<file path="src/rtl/fetch_pkg.sv">
// -----------------------------------------------------------------------------
// fetch_pkg
// Shared types and constants for the instruction-fetch stage.
//   fetch_state_t  : fetch FSM states (IDLE, REQ, WAIT)
//   fetch_entry_t  : {instr, pc} pair held by the IF/ID register and skid buffer
//   FETCH_WIDTH    : default address/instruction width
//   FETCH_RESET_PC : default PC after reset
// -----------------------------------------------------------------------------
package fetch_pkg;

  localparam int unsigned FETCH_WIDTH = 32;

  localparam logic [FETCH_WIDTH-1:0] FETCH_RESET_PC = 32'h0000_0000;

  typedef enum logic [1:0] {
    IDLE = 2'd0,
    REQ  = 2'd1,
    WAIT = 2'd2
  } fetch_state_t;

  typedef struct packed {
    logic [FETCH_WIDTH-1:0] instr;
    logic [FETCH_WIDTH-1:0] pc;
  } fetch_entry_t;

endpackage : fetch_pkg

</file>
<file path="src/rtl/fetch_skid_buf.sv">
// -----------------------------------------------------------------------------
// fetch_skid_buf
// One-entry holding buffer for fetched instructions that arrive while the
// IF/ID register is occupied and not being consumed.
// Ports:
//   clk, rst  : clock, synchronous active-high reset
//   push_i    : load data_i (entry becomes valid)
//   pop_i     : entry consumed (entry becomes empty)
//   flush_i   : discard the entry; wins over push and pop
//   data_i    : entry to store
//   valid_o   : buffer holds an entry
//   data_o    : stored entry
// The entry type is a parameter so the buffer follows the fetch width.
// -----------------------------------------------------------------------------
module fetch_skid_buf
  import fetch_pkg::*;
#(
  parameter type T = fetch_entry_t
) (
  input  logic clk,
  input  logic rst,
  input  logic push_i,
  input  logic pop_i,
  input  logic flush_i,
  input  T     data_i,
  output logic valid_o,
  output T     data_o
);

  logic valid_q, valid_d;
  T     data_q,  data_d;

  // A simultaneous push and pop leaves the buffer full with the new entry.
  always_comb begin
    valid_d = valid_q;
    data_d  = data_q;
    if (flush_i) begin
      valid_d = 1'b0;
    end else if (push_i) begin
      valid_d = 1'b1;
      data_d  = data_i;
    end else if (pop_i) begin
      valid_d = 1'b0;
    end
  end

  always_ff @(posedge clk) begin
    if (rst) begin
      valid_q <= 1'b0;
      data_q  <= '0;
    end else begin
      valid_q <= valid_d;
      data_q  <= data_d;
    end
  end

  assign valid_o = valid_q;
  assign data_o  = data_q;

endmodule : fetch_skid_buf

</file>
<file path="src/rtl/fetch_stage.sv">
// -----------------------------------------------------------------------------
// fetch_stage
// Instruction-fetch stage: owns the architectural PC, issues single-outstanding
// fetches to instruction memory and presents results to decode through an
// IF/ID register backed by a one-entry skid buffer. Redirects kill any
// in-flight fetch and flush IF/ID and the skid buffer.
// Ports:
//   clk, rst       : clock, synchronous active-high reset
//   PC_Next_i      : next PC from next-PC logic
//   Redirect_i     : non-sequential PC this cycle (flush)
//   Stall_i        : decode cannot accept this cycle
//   PC_o           : PC of the instruction being fetched
//   Imem_Req_o     : fetch request valid
//   Imem_Addr_o    : fetch address (same as PC_o)
//   Imem_Ready_i   : memory accepts the request
//   Imem_Rvalid_i  : response valid (always accepted)
//   Imem_Rdata_i   : response instruction
//   Instr_Valid_o  : IF/ID holds an instruction
//   Instr_o        : IF/ID instruction
//   Instr_PC_o     : PC of Instr_o
// -----------------------------------------------------------------------------
module fetch_stage
  import fetch_pkg::*;
#(
  parameter int unsigned      WIDTH    = FETCH_WIDTH,
  parameter logic [WIDTH-1:0] RESET_PC = WIDTH'(FETCH_RESET_PC)
) (
  input  logic             clk,
  input  logic             rst,
  input  logic [WIDTH-1:0] PC_Next_i,
  input  logic             Redirect_i,
  input  logic             Stall_i,
  output logic [WIDTH-1:0] PC_o,
  output logic             Imem_Req_o,
  output logic [WIDTH-1:0] Imem_Addr_o,
  input  logic             Imem_Ready_i,
  input  logic             Imem_Rvalid_i,
  input  logic [WIDTH-1:0] Imem_Rdata_i,
  output logic             Instr_Valid_o,
  output logic [WIDTH-1:0] Instr_o,
  output logic [WIDTH-1:0] Instr_PC_o
);

  typedef struct packed {
    logic [WIDTH-1:0] instr;
    logic [WIDTH-1:0] pc;
  } entry_t;

  fetch_state_t     state_q, state_d;
  logic [WIDTH-1:0] pc_q, pc_d;
  logic             kill_q, kill_d;
  logic             ifid_valid_q, ifid_valid_d;
  entry_t           ifid_q, ifid_d;

  logic   skid_push, skid_pop, skid_flush, skid_valid;
  entry_t skid_data, resp_entry;

  logic consume;
  logic resp_ok;
  logic skid_empty_next;

  // Decode takes the IF/ID entry this cycle.
  assign consume    = ifid_valid_q && !Stall_i;
  // A response is delivered only in WAIT, when not killed and not overridden
  // by a redirect in the same cycle.
  assign resp_ok    = (state_q == WAIT) && Imem_Rvalid_i && !kill_q && !Redirect_i;
  assign resp_entry = '{instr: Imem_Rdata_i, pc: pc_q};

  // ---------------------------------------------------------------------------
  // IF/ID register and skid buffer control
  // ---------------------------------------------------------------------------
  always_comb begin
    ifid_valid_d = ifid_valid_q;
    ifid_d       = ifid_q;
    skid_push    = 1'b0;
    skid_pop     = 1'b0;
    skid_flush   = 1'b0;

    if (Redirect_i) begin
      ifid_valid_d = 1'b0;
      skid_flush   = 1'b1;
    end else begin
      if (consume) begin
        if (skid_valid) begin
          ifid_d   = skid_data;
          skid_pop = 1'b1;
        end else begin
          ifid_valid_d = 1'b0;
        end
      end
      if (resp_ok) begin
        // IF/ID is free if empty, or drained this cycle with nothing
        // queued behind it; otherwise the response waits in the skid.
        if (!ifid_valid_q || (consume && !skid_valid)) begin
          ifid_d       = resp_entry;
          ifid_valid_d = 1'b1;
        end else begin
          skid_push = 1'b1;
        end
      end
    end
  end

  assign skid_empty_next = skid_flush || (!skid_push && (!skid_valid || skid_pop));

  // ---------------------------------------------------------------------------
  // Fetch FSM and PC next-state
  // ---------------------------------------------------------------------------
  always_comb begin
    state_d = state_q;
    pc_d    = pc_q;
    kill_d  = kill_q;

    // PC moves only on redirect or on a delivered response, so the request
    // address stays stable while a request waits for ready.
    if (Redirect_i || resp_ok) begin
      pc_d = PC_Next_i;
    end

    case (state_q)
      IDLE: begin
        if (!skid_valid || Redirect_i) begin
          state_d = REQ;
        end
      end
      REQ: begin
        if (Imem_Ready_i) begin
          state_d = WAIT;
          // Accepted with the old address while redirecting: drop its reply.
          kill_d  = Redirect_i;
        end
      end
      WAIT: begin
        if (Imem_Rvalid_i) begin
          state_d = skid_empty_next ? REQ : IDLE;
          kill_d  = 1'b0;
        end else if (Redirect_i) begin
          kill_d = 1'b1;
        end
      end
      default: begin
        state_d = IDLE;
        kill_d  = 1'b0;
      end
    endcase
  end

  always_ff @(posedge clk) begin
    if (rst) begin
      state_q      <= IDLE;
      pc_q         <= RESET_PC;
      kill_q       <= 1'b0;
      ifid_valid_q <= 1'b0;
      ifid_q       <= '0;
    end else begin
      state_q      <= state_d;
      pc_q         <= pc_d;
      kill_q       <= kill_d;
      ifid_valid_q <= ifid_valid_d;
      ifid_q       <= ifid_d;
    end
  end

  fetch_skid_buf #(
    .T (entry_t)
  ) u_skid (
    .clk     (clk),
    .rst     (rst),
    .push_i  (skid_push),
    .pop_i   (skid_pop),
    .flush_i (skid_flush),
    .data_i  (resp_entry),
    .valid_o (skid_valid),
    .data_o  (skid_data)
  );

  assign PC_o          = pc_q;
  assign Imem_Addr_o   = pc_q;
  assign Imem_Req_o    = (state_q == REQ);
  assign Instr_Valid_o = ifid_valid_q;
  assign Instr_o       = ifid_q.instr;
  assign Instr_PC_o    = ifid_q.pc;

endmodule : fetch_stage

</file>
<file path="config.mk">
export PLATFORM = sky130hd
export DESIGN_NAME = fetch_stage
export DESIGN_NICKNAME = d
export VERILOG_FILES = /design/src/rtl/fetch_pkg.sv /design/src/rtl/fetch_skid_buf.sv /design/src/rtl/fetch_stage.sv
export SDC_FILE = /design/constraint.sdc
export NUM_CORES = 1
export LEC_CHECK = 0
export ABC_AREA = 1
export BUFFER_PORTS_ARGS = -buffer_cell sky130_fd_sc_hd__buf_2
export CAP_MARGIN = 20
export CORE_MARGIN = 4
export CORE_UTILIZATION = 40
export DETAILED_ROUTE_END_ITERATION = 16
export PLACE_DENSITY = 0.65
export SETUP_SLACK_MARGIN = 0.4
export SLEW_MARGIN = 20
export SYNTH_ARGS = -nofsm -noshare
export SYNTH_HDL_FRONTEND = slang
export SYNTH_HIERARCHICAL = 1
export SYNTH_SLANG_ARGS = --single-unit
export TNS_END_PERCENT = 20
</file>
<file path="constraint.sdc">
create_clock -name clk -period 4.7 [get_ports clk]
set_input_delay 0.235 -clock clk [delete_from_list [all_inputs] [get_ports clk]]
set_output_delay 0.235 -clock clk [all_outputs]
set_load 0.005 [all_outputs]
</file>
==> flow_summary.json <==
{
  "wl_per_cell_um": 13.7,
  "globalplace.congestion": 0.796,
  "syn_nets": 1271,
  "static_leakage_nw": 4.85,
  "hpwlAfterDp_um": 14000,
  "area_growth_syn_to_layout_pct": 17.9,
  "final_min_period_over_clock_period_pct": 58.7,
  "source_to_sink_clock_delay_at_the_later_pin_of_the_worst_skew_pair_ns": 0.42,
  "grt_antenna_before_repair": 0,
  "holdCritPathClass": "in -> reg",
  "timing.fmax_mhz": 363,
  "timing.critical_path.to_type": "flip-flop",
  "cpMostUsedCell": "nor2_4",
  "overflow": 0,
  "yosys.area.top_type": "dfxtp_1",
  "crit_arrival_ns": 3.03,
  "initial_utilization_pct": 40.9,
  "fp.dieH_um": 149,
  "cp_data_required_time_ns": 4.98,
  "yosys_register_bits": 165,
  "cts.clk_slew.worst_paths_ns": 0.07,
  "number_of_h_tree_levels": 4,
  "p_total_mw": 3.64,
  "drive_above_1_share_pct": 20.6,
  "cp_cell_sequence": "nand3_4 > buf_4 > nand2_2 > nor2_4 > nor2_4 > a21oi_1 > nor2_1",
  "setup-tns-final_ns": 0,
  "cts-root-to-sink-buffers": 2,
  "post_synth_inst_count": 1197,
  "dr_total_vias": 7550,
  "crit_slowest_cell": "nor2_4",
  "tritoncts": "yes",
  "power.density_mw_per_mm2": 386,
  "grt_setup_unrepaired": "false",
  "num-nets-final": 1394,
  "cts.repair_timing.setup_buffer_count": 0,
  "slowest_delay_ns": 0.74,
  "floorplan.die_area_mm2": 0.0223,
  "crit_type": "reg -> reg",
  "cts_num_sinks": 165,
  "syn_area_mm2": 0.00799,
  "grt_pass1_vias": 6970,
  "finalMaxSlewViolations": 0,
  "synth.distinct_cells": 24,
  "grt_pass1_wl_um": 35500,
  "ioPinCount": 200,
  "final_cell_mix": "394 x nand2_1, 228 x nor2_1, 199 x buf_2",
  "status": "completed",
  "setup-violations-final": 0,
  "start_kind": "flip-flop",
  "warnings_synthesis": 6,
  "routed_wl_um": 21900,
  "synthesis.area_per_instance_um2": 6.67,
  "ys_seq_area_share_pct": 41.3,
  "drt_iter0_markers": 332,
  "final_period_minus_worst_setup_slack_ns": 2.76,
  "synth.top_cells.by_area": "dfxtp_1 41%, nand2_1 19%, nor2_1 11%",
  "timing.max_cap.violations": 0,
  "number_of_buffers_created_by_cts": 17,
  "placement_rows": 51,
  "grt_max_degree": 69,
  "final-hold-violation-count": 0,
  "vdd.ir_drop.worst_mv": 0.252,
  "remaining_drc_errors": 0,
  "drt_first_pass_iters": 5,
  "core_area_mm2": 0.0195,
  "cp_max_fo": 68,
  "worst-slew-pin-transition_ns": 0.999,
  "postRouteAntennaNets": 0,
  "synthDominantCellAreaShare_pct": 41.3,
  "numPortBuffers": 199,
  "fillers": 2082,
  "layout_commonest_cell": "nand2_1",
  "die_width_um": 149,
  "slew_headroom_pct": 33.2,
  "clk_root_buffer_cell": "clkbuf_16",
  "cts_hold_buffers": 0,
  "worst-r2r-setup-slack_ns": 1.94,
  "grt_usage_pct": 19.8,
  "cts-resized-gates": 0,
  "sequential_standard_cell_area_mm2": 0.00330,
  "multiInputGateArea_mm2": 0.00368,
  "avgViaCountPerCell": 4.72,
  "timing.clock.skew_ns": 0.0113
}
==> worst paths after layout <==
kind | start | depth (start not counted) | end
setup / recovery | u_skid/valid_o | 7 | Instr_PC_o[3]
hold / removal | PC_Next_i[15] | 3 | Imem_Addr_o[15]
setup reg to reg | u_skid/valid_o | 7 | Instr_PC_o[3]
hold reg to reg | Instr_PC_o[26] | 2 | Instr_PC_o[26]
==> flip-flops by register name (all words and copies together), names as in the netlist <==
| name | cells |
|---|---|
| Instr_o | 32 |
| Imem_Addr_o | 32 |
| Instr_Valid_o | 1 |
| u_skid/data_o | 64 |
| kill_q | 1 |
| Instr_PC_o | 32 |
| state_q | 2 |
| u_skid/valid_o | 1 |
==> metal layers <==
metal | part of all wire [%] | GRT usage, % | vias up
li1 | - | - | 3929
met3 | 6.2 | 4.71 | 23
met5 | 0 | 0 | -
met2 | 46 | 33.4 | 206
met1 | 46 | 25.3 | 3392
met4 | 1.8 | 5.68 | 0
==> metrics by stage <==
stage	hold slack, ns	utilization (%)	instances	setup WS [ns]	area (um2)
after floorplan	0.370	-	1197	3.14	7990
after global placement	0.452	44.6	1564	1.99	8700
after detailed placement	0.457	44.6	1564	1.94	8700
after CTS	0.0191	48.1	1596	1.94	9380
after global routing	0.0216	48.2	1598	1.66	9420
final	0.0320	48.3	1600	1.94	9420
==> logic make-up after synthesis <==
logic type	synth area share, %
AOI/OAI and AO/OA	8.71
adders and majority gates	0.626
buffers and inverters	12.9
DFF	41.3
and+or+nand+nor	36.4
==> power by group <==
group | switching, mW | leakage, nW | total (mW) | internal [mW]
Clock | 0.576 | 0.327 | 1.60 | 1.03
Combinational | 0.298 | 3.19 | 0.491 | 0.193
Sequential | 0.0747 | 1.34 | 1.55 | 1.47
==> area by class of cell <==
cell class                 instances  share of cell area [%]
inverter                          82                    3.27
sequential                       165                    35.1
timing repair buffer             212                    11.8
antenna                            2                  0.0531
multi-input combinational        842                    39.1
tap                              265                    3.52
clock buffer                      20                    4.85
clock inverter                    12                    2.36
==> cell usage after synthesis (all sizes together) <==
library cell / n
a21boi: 1
a21oi: 37
buf: 90
clkbuf: 18
dfxtp: 165
ha: 4
inv: 82
nand2: 396
nand3: 100
nand3b: 1
nand4: 1
nor2: 234
o211ai: 33
o21ai: 35
==> critical path: cells and delay by family (launching register included) <==
kind | cells | cell delay, ns
simple gates | 5 | 1.37
buf+inv | 1 | 0.62
flops | 1 | 0.36
compound gates | 1 | 0.22
Note: power is estimated with default switching activity, not from simulation.
